===== config.mk =====
export PLATFORM = sky130hd
export DESIGN_NAME = enc8b10b_tx_sched
export DESIGN_NICKNAME = d
export VERILOG_FILES = /design/src/rtl/enc8b10b_tx_sched.sv
export SDC_FILE = /design/constraint.sdc
export NUM_CORES = 1
export LEC_CHECK = 0
export ABC_AREA = 1
export BUFFER_PORTS_ARGS = -buffer_cell sky130_fd_sc_hd__buf_4
export CAP_MARGIN = 20
export CORE_ASPECT_RATIO = 1.75
export CORE_UTILIZATION = 40
export DETAILED_ROUTE_END_ITERATION = 10
export PLACE_DENSITY = 0.57
export RECOVER_POWER = 100
export SLEW_MARGIN = 20
export SYNTH_ARGS = -nofsm -noshare
export SYNTH_HDL_FRONTEND = slang
export SYNTH_SLANG_ARGS = --single-unit

===== constraint.sdc =====
create_clock -name clk -period 1.9 [get_ports clk]
set_input_delay 0.095 -clock clk [delete_from_list [all_inputs] [get_ports clk]]
set_output_delay 0.095 -clock clk [all_outputs]
set_load 0.01 [all_outputs]

===== src/rtl/enc8b10b_tx_sched.sv =====
// Transmit link scheduler: picks one 8B/10B symbol per cycle (sync commas, idles, SOF,
// payload, filler, EOF, abort) and drives the encoder's kd/data_in/rd_init from registers.
module enc8b10b_tx_sched #(
  parameter int unsigned SYNC_LEN = 16,
  parameter int unsigned IFG_MIN  = 2,
  parameter int unsigned MAX_LEN  = 256,
  parameter int unsigned LEN_W    = 9
) (
  input  logic        clk,
  input  logic        rst_n,
  input  logic        link_en,
  input  logic        s_valid,
  input  logic [7:0]  s_data,
  input  logic        s_last,
  output logic        s_ready,
  output logic        enc_kd,
  output logic [7:0]  enc_data,
  output logic        enc_rd_init,
  output logic        sym_valid,
  output logic        frame_done,
  output logic        trunc_err,
  output logic        abort_pulse,
  output logic [15:0] underrun_cnt
);

  localparam int unsigned SyncW = $clog2(SYNC_LEN) + 1;
  localparam int unsigned GapW  = $clog2(IFG_MIN + 1) + 1;

  localparam logic [2:0] StDisabled = 3'd0;
  localparam logic [2:0] StSync     = 3'd1;
  localparam logic [2:0] StIdle     = 3'd2;
  localparam logic [2:0] StSof      = 3'd3;
  localparam logic [2:0] StData     = 3'd4;
  localparam logic [2:0] StEof      = 3'd5;

  localparam logic [7:0] SymComma = 8'hBC;  // K28.5
  localparam logic [7:0] SymSof   = 8'hFB;  // K27.7
  localparam logic [7:0] SymEof   = 8'hFD;  // K29.7
  localparam logic [7:0] SymFill  = 8'h1C;  // K28.0
  localparam logic [7:0] SymAbort = 8'hFE;  // K30.7

  logic [2:0]       r_state, w_state_d;
  logic [SyncW-1:0] r_sync_cnt, w_sync_cnt_d;
  logic [GapW-1:0]  r_gap, w_gap_d, w_gap_inc;
  logic [LEN_W-1:0] r_byte_cnt, w_byte_cnt_d, w_byte_inc;
  logic             r_trunc, w_trunc_d;
  logic             r_kd, w_kd_d;
  logic [7:0]       r_data, w_data_d;
  logic             r_rd_init, w_rd_init_d;
  logic             r_sym_valid, w_sym_valid_d;
  logic             r_done, w_done_d;
  logic             r_trunc_err, w_trunc_err_d;
  logic             r_abort, w_abort_d;
  logic [15:0]      r_underrun, w_underrun_d;
  logic             w_len_hit;

  assign s_ready    = link_en && (r_state == StData);
  assign w_gap_inc  = (r_gap == GapW'(IFG_MIN)) ? r_gap : r_gap + 1'b1;
  assign w_byte_inc = r_byte_cnt + 1'b1;
  assign w_len_hit  = (w_byte_inc == LEN_W'(MAX_LEN));

  always_comb begin
    w_state_d     = r_state;
    w_sync_cnt_d  = r_sync_cnt;
    w_gap_d       = r_gap;
    w_byte_cnt_d  = r_byte_cnt;
    w_trunc_d     = r_trunc;
    w_kd_d        = 1'b1;
    w_data_d      = SymComma;
    w_rd_init_d   = 1'b0;
    w_sym_valid_d = 1'b1;
    w_done_d      = 1'b0;
    w_trunc_err_d = 1'b0;
    w_abort_d     = 1'b0;
    w_underrun_d  = r_underrun;

    if (!link_en) begin
      w_state_d    = StDisabled;
      w_sync_cnt_d = '0;
      w_trunc_d    = 1'b0;
      // An open frame is closed with an abort; everywhere else the link just goes quiet.
      if (r_state == StData || r_state == StSof) begin
        w_data_d  = SymAbort;
        w_abort_d = 1'b1;
        w_gap_d   = '0;
      end else begin
        w_rd_init_d   = 1'b1;
        w_sym_valid_d = 1'b0;
      end
    end else begin
      case (r_state)
        StDisabled: begin
          w_rd_init_d   = 1'b1;
          w_sym_valid_d = 1'b0;
          w_sync_cnt_d  = '0;
          w_state_d     = StSync;
        end
        StSync: begin
          w_rd_init_d = (r_sync_cnt == '0);
          if (r_sync_cnt == SyncW'(SYNC_LEN - 1)) begin
            w_sync_cnt_d = '0;
            w_state_d    = StIdle;
          end else begin
            w_sync_cnt_d = r_sync_cnt + 1'b1;
          end
        end
        StIdle: begin
          // The idle emitted now counts toward the gap, so exactly IFG_MIN commas precede SOF.
          if (s_valid && (w_gap_inc >= GapW'(IFG_MIN))) begin
            w_state_d = StSof;
          end else begin
            w_gap_d = w_gap_inc;
          end
        end
        StSof: begin
          w_data_d     = SymSof;
          w_byte_cnt_d = '0;
          w_state_d    = StData;
        end
        StData: begin
          if (s_valid) begin
            w_kd_d       = 1'b0;
            w_data_d     = s_data;
            w_byte_cnt_d = w_byte_inc;
            if (s_last || w_len_hit) begin
              w_trunc_d = !s_last;
              w_state_d = StEof;
            end
          end else begin
            w_data_d     = SymFill;
            w_underrun_d = (r_underrun == 16'hFFFF) ? r_underrun : r_underrun + 16'd1;
          end
        end
        StEof: begin
          w_data_d      = SymEof;
          w_done_d      = 1'b1;
          w_trunc_err_d = r_trunc;
          w_trunc_d     = 1'b0;
          w_gap_d       = '0;
          w_state_d     = StIdle;
        end
        default: begin
          w_rd_init_d   = 1'b1;
          w_sym_valid_d = 1'b0;
          w_state_d     = StDisabled;
        end
      endcase
    end
  end

  always_ff @(posedge clk or negedge rst_n) begin
    if (!rst_n) begin
      r_state     <= StSync;
      r_sync_cnt  <= '0;
      r_gap       <= '0;
      r_byte_cnt  <= '0;
      r_trunc     <= 1'b0;
      r_kd        <= 1'b1;
      r_data      <= SymComma;
      r_rd_init   <= 1'b1;
      r_sym_valid <= 1'b0;
      r_done      <= 1'b0;
      r_trunc_err <= 1'b0;
      r_abort     <= 1'b0;
      r_underrun  <= '0;
    end else begin
      r_state     <= w_state_d;
      r_sync_cnt  <= w_sync_cnt_d;
      r_gap       <= w_gap_d;
      r_byte_cnt  <= w_byte_cnt_d;
      r_trunc     <= w_trunc_d;
      r_kd        <= w_kd_d;
      r_data      <= w_data_d;
      r_rd_init   <= w_rd_init_d;
      r_sym_valid <= w_sym_valid_d;
      r_done      <= w_done_d;
      r_trunc_err <= w_trunc_err_d;
      r_abort     <= w_abort_d;
      r_underrun  <= w_underrun_d;
    end
  end

  assign enc_kd       = r_kd;
  assign enc_data     = r_data;
  assign enc_rd_init  = r_rd_init;
  assign sym_valid    = r_sym_valid;
  assign frame_done   = r_done;
  assign trunc_err    = r_trunc_err;
  assign abort_pulse  = r_abort;
  assign underrun_cnt = r_underrun;

endmodule


# [Yosys cells after proc, flatten, opt, wreduce, memory -nomap -nowiden]
# Index checks and enable logic that the tools add are counted.
[totals] register_bits=51 inputBits=13
[classes] n_addsub=4 order_cmp=1 n_eq_ne=18 n_mux=38 bitwise_logic=2 reduce_logical=16
[op_table] operator="3-bit two-way mux" n=9
[op_table] operator="8-bit one-hot mux with 3 select lines" n=1
[op_table] operator="3-bit one-hot mux with 6 select lines" n=1
[op_table] operator="9-bit one-hot mux with 2 select lines" n=1
[op_table] operator="16-bit by 1-bit adder with 16-bit output (second input constant)" n=1
[op_table] operator="16-bit equality test (second input constant)" n=1
[op_table] operator="1-bit two-way mux" n=16
[op_table] operator="8-bit two-way mux" n=2
[op_table] operator="3-bit inequality test (second input constant)" n=4
[op_table] operator="5-bit two-way mux" n=2
[op_table] operator="5-bit one-hot mux with 2 select lines" n=1
[op_table] operator="9-bit by 1-bit adder with 9-bit output (second input constant)" n=1
[op_table] operator="3-bit by 2-bit equality test with 1-bit output (second input constant)" n=3
[op_table] operator="9-bit equality test (second input constant)" n=1
[op_table] operator="9-bit two-way mux" n=1
[op_table] operator="3-bit by 1-bit inequality test with 1-bit output (second input constant)" n=3
[op_table] operator="3-bit AND reduction" n=3
[op_table] operator="4-bit AND reduction" n=2
[op_table] operator="7-bit two-way mux" n=1
[op_table] operator="3-bit equality test (second input constant)" n=2
[op_table] operator="3-bit one-hot mux with 2 select lines" n=1
[op_table] operator="5-bit by 1-bit adder with 5-bit output (second input constant)" n=1
[op_table] operator="5-bit by 4-bit equality test with 1-bit output (second input constant)" n=1
[op_table] operator="5-bit zero test" n=1
[op_table] operator="14 further kinds" n=19

# [Logic depth before layout (Yosys ltp)]
[logic_depth] depth_word=7 mapped_depth=12 mapped_depth_nobuf=12

# [Worst setup path after synthesis]
# No wires, ideal clock.
[synth_path] path_type="flip-flop to flip-flop" startpoint="reg r_underrun[0] (netlist: underrun_cnt[0])" endpoint="reg r_underrun[6] (netlist: underrun_cnt[6])" setup_ps=129 t_arrival_ps=1476 required_ps=1771 path_slack_ps=295 path_stages_with_launch=11 path_buffers=1 synth_period_minus_slack_ps=1605 path_cell_list="dfrtp_1 > ha_1 > nand3_2 > nor2_2 > nand3_2 > nor2_2 > nand2_2 > nand2_4 > buf_12 > nor2_8 > xor2_2"
[synth_between] elab_chain_cells=3
[synth_lines] item="start, declared" line="54" rtl="logic [15:0] r_underrun, w_underrun_d;"
[synth_lines] item="start signal, assigned" line="179" rtl="r_underrun <= w_underrun_d;"
[synth_lines] item="branches (longest 3 deep; another with 16-bit by 1-bit adder with 16-bit output)"
# Several ways; the timed one is not identified.
# A chain may end at the register's enable or synchronous reset.

# [Worst setup path in the final report]
[layout_path] startpoint="reg r_state[1]" endpoint="reg r_data[3] (netlist: enc_data[3])"
[layout_between] elab_chain_cells=3
[layout_lines] item="start, declared" line="42" rtl="logic [2:0] r_state, w_state_d;"
[layout_lines] item="start signal, assigned" line="153" rtl="r_state <= StSync;"
[layout_lines] item="start signal, assigned" line="167" rtl="r_state <= w_state_d;"
[layout_lines] item="3-bit equality test or 3-bit by 2-bit equality test with 1-bit output (tied branches)" line="91" rtl="case (r_state)"
[layout_lines] item="8-bit one-hot mux with 3 select lines *" line="91"
[layout_lines] item="8-bit two-way mux *" line="77" rtl="if (!link_en) begin"
[layout_lines] item="via w_data_d[3]" line="48" rtl="logic [7:0] r_data, w_data_d;"
[layout_lines] item="end signal, assigned" line="159" rtl="r_data <= SymComma;"
[layout_lines] item="end signal, assigned" line="173" rtl="r_data <= w_data_d;"
[layout_lines] item="end, declared" line="48"
# The timed path passes the listed nets; every way through them passes the cells marked *.

==> results.yml <==
synthesis:
  ys_types: 35
  synth.avg_cell_area_um2: 8.41
  syn_nets: 341
  netlist_top_cells_area: "dfrtp_1, nand2_1, dfstp_2"
  syn_area_um2: 2700
  synth_edf_count: 0
  ys_ff_latch: 51
  synthXorXnorAreaFrac_pct: 5.47
  ys.warnings.count: 0
  synth_simple_gate_area_share_pct: 28.4
  synth_top_family_by_area: "simple AND/OR/NAND/NOR gates"
  ys.flop_type: "dfrtp_1"
  yosysTopAreaCell: "dfrtp_1"
  yosys.area.top_type_share_pct: 39.9
  synthCells: 321
  seq_area_frac_synth_pct: 47.7
  yosys.area_share.adder_pct: 3.25
  synthMuxAreaShare_pct: 0
  synth_compound_area_share_pct: 7.74
  synthArstFlopShare_pct: 100
timing:
  fin_setup_tns_ns: 0
  relSlewSlack_pct: 17.5
  setup_viol: 0
  final.min_clock_period_ns: 1.77
  slew_viol_final: 0
  finalHoldViolCount: 0
  worst_pin_slew_ns: 1.24
  worst_slack_ns: 0.126
  whs_ns: 0.0465
  fmax_mhz: 564
  fin_crit_sh_pct: 93.3
  rsz0062_at_grt: "false"
  skew_ns: 0.00427
critical_path:
  crit_fanout: 8
  critPathBufInv: 3
  crit_slowest_cell: "dfrtp_1"
  required_ns: 2.12
  cp-start-kind: "flop"
  crit_family: "simple AND/OR/NAND/NOR gates"
  end_kind: "flop"
  cpPeakStageDelay_ns: 0.43
  reg2reg_to: "enc_data[3]"
  r2r_cells: 7
  path_cells: "nor2_1, inv_2, nor2_1, inv_1, nor2_4, inv_1, or2_1"
  rrSetupSlack_ns: 0.13
  critical_path_class: "reg2reg"
  critical_path_arrival_ns: 1.99
  regToRegStartpoint: "r_state[1]"
routing:
  wl_met2_mm: 3.10
  wl_mm: 5.93
  highest_layer: "met4"
  first_pass_iters: 4
  wl_met1_mm: 2.41
  drt_iter0_markers: 109
  ant_nets: 0
  drc: 0
  wl_met3_um: 198
  via_per_inst: 4.84
  vias: 2222
  wl_per_cell_um: 12.9
worst_hold_path:
  min_to: "enc_data[7]"
  holdPathStages: 3
  min-delay-start: "s_data[7]"
  worstHoldPathType: "in2reg"
placement:
  port_buffers: 43
  post-place-ws_ns: 0.116
  postPlaceCellArea_um2: 3110
  place_congestion: 0.929
  hpwlAfterDp_mm: 4.43
cts:
  numCtsBuffers: 5
  path_clk_slew_ns: 0.07
  h-tree-depth: 2
  ctsRootBufferMaster: "clkbuf_16"
  cts_sinks: 51
  tritoncts: "built"
  clock_latency_ns: 0.29
  cts_buffer_depth: 2
finish:
  fin_util_pct: 48.9
  layout-drive-gt1-share_pct: 13.8
  fin_area_um2: 3200
  area_growth_syn_to_layout_pct: 18.5
  diodes: 0
  nets: 396
die:
  ios: 44
  die_h_um: 111
  core_area_um2: 6540
  dieWidth_um: 64.1
  initial_core_util_pct: 41.3
  dieArea_um2: 7090
  rows: 39
grt:
  grt_max_degree: 52
  antenna_found_initial: 0
  grt_pass1_wl_mm: 9.97
  grt_overflow: 0
  grt_pass1_vias: 2241
  grt.total_usage_pct: 18.4
flow_run:
  cap_violations: 0
pwr:
  ir_worst_vdd_mv: 0.561
  p_per_area_nw_per_um2: 1110
  p_leak_nw: 1.51
run_status:
  status: "finished, final reports clean"
-- through the flow --
step,total power [W],instances
floorplan,0.00228,321
global placement,0.00267,446
detailed placement,0.00269,446
CTS,0.00367,457
global route,0.00380,459
finish,0.00354,459
-- worst register-to-register path: cells and delay by family, from the launching register on --
| kind | cells | cell delay [ns] |
|---|---|---|
| buffers and inverters | 3 | 0.37 |
| flip-flops | 1 | 0.43 |
| AND/OR/NAND/NOR | 4 | 0.90 |
-- final cells by class --
class | count | area, µm²
fill | 667 | 3340
sequential | 51 | 1290
multi-input combinational | 223 | 1200
timing repair buffer | 50 | 280
inverter | 45 | 174
clock buffer | 8 | 156
tap | 82 | 103
-- cells by family (layout without fill, tap and decap cells) --
family / Yosys count / after routing
and+or+nand+nor: 162 / 162
DFF: 51 / 51
buffers and inverters: 47 / 103
AOI/OAI and AO/OA: 38 / 38
xor gates and xnor gates: 16 / 16
adders and majority gates: 7 / 7
-- registers in the layout, indices dropped and copies added (netlist names) --
register	flops
r_state	3
enc_data	8
frame_done	1
sym_valid	1
r_sync_cnt	5
abort_pulse	1
enc_kd	1
enc_rd_init	1
underrun_cnt	16
trunc_err	1
r_trunc	1
r_byte_cnt	9
r_gap	3
-- cell usage in the layout, fill, tap and decap left out, drive strengths merged, types with 2 or more instances in the layout --
cell,Yosys,final
dfrtp,43,43
nor2,49,49
xnor2,4,4
nand3b,2,2
inv,43,43
o22ai,4,4
dlygate4sd3,0,3
nor3,4,4
nand2,81,81
nand4,5,5
or2,3,3
xor2,12,12
o21ai,19,19
clkinv,2,2
ha,7,7
buf,2,16
a22o,2,2
nand3,17,17
clkbuf,0,39
dfstp,8,8
a21oi,11,11
-- routing by layer --
metal	global-route usage, %	vias to the layer above
met1	20.3	1013
met4	9.33	0
met2	32.5	56
li1	-	1131
met3	3.50	22
met5	0	-
-- synth_stat cells, drive strengths merged, types with 3 or more instances --
| cell type | n |
|---|---|
| nand2 | 81 |
| nor2 | 49 |
| dfrtp | 43 |
| inv | 43 |
| o21ai | 19 |
| nand3 | 17 |
| xor2 | 12 |
| a21oi | 11 |
| dfstp | 8 |
| ha | 7 |
| nand4 | 5 |
| nor3 | 4 |
| o22ai | 4 |
| xnor2 | 4 |
| or2 | 3 |
-- worst max path at each step --
stage                                from                to  slack, ns  depth (start not counted)
final                          r_state[1]       enc_data[3]       0.13                          7
after global routing        r_byte_cnt[0]           r_trunc      0.001                         12
after CTS                 underrun_cnt[0]   underrun_cnt[2]        0.1                         10
after detailed placement  underrun_cnt[0]   underrun_cnt[2]       0.12                         10
after global placement    underrun_cnt[1]  underrun_cnt[15]       0.20                         10
after floorplan           underrun_cnt[0]   underrun_cnt[6]       0.30                         10
-- timing repair --
action                                  in CTS  in global routing
hold endpoints to repair                    45                  0
buffers inserted                             0                  2
endpoints found under the setup margin       0                  7
hold buffers                                 3                  0
gates resized for setup                      0                  1
-- where the power goes --
| part | internal [W] | leakage [nW] | total [W] | switching (W) |
|---|---|---|---|---|
| clock network | 0.000562 | 0.0772 | 0.000954 | 0.000393 |
| logic | 0.000363 | 0.778 | 0.00103 | 0.000664 |
| registers | 0.00135 | 0.651 | 0.00156 | 0.000209 |
| total | 0.00227 | 1.51 | 0.00354 | 0.00127 |
No activity file was read; power rests on OpenSTA's default activity.
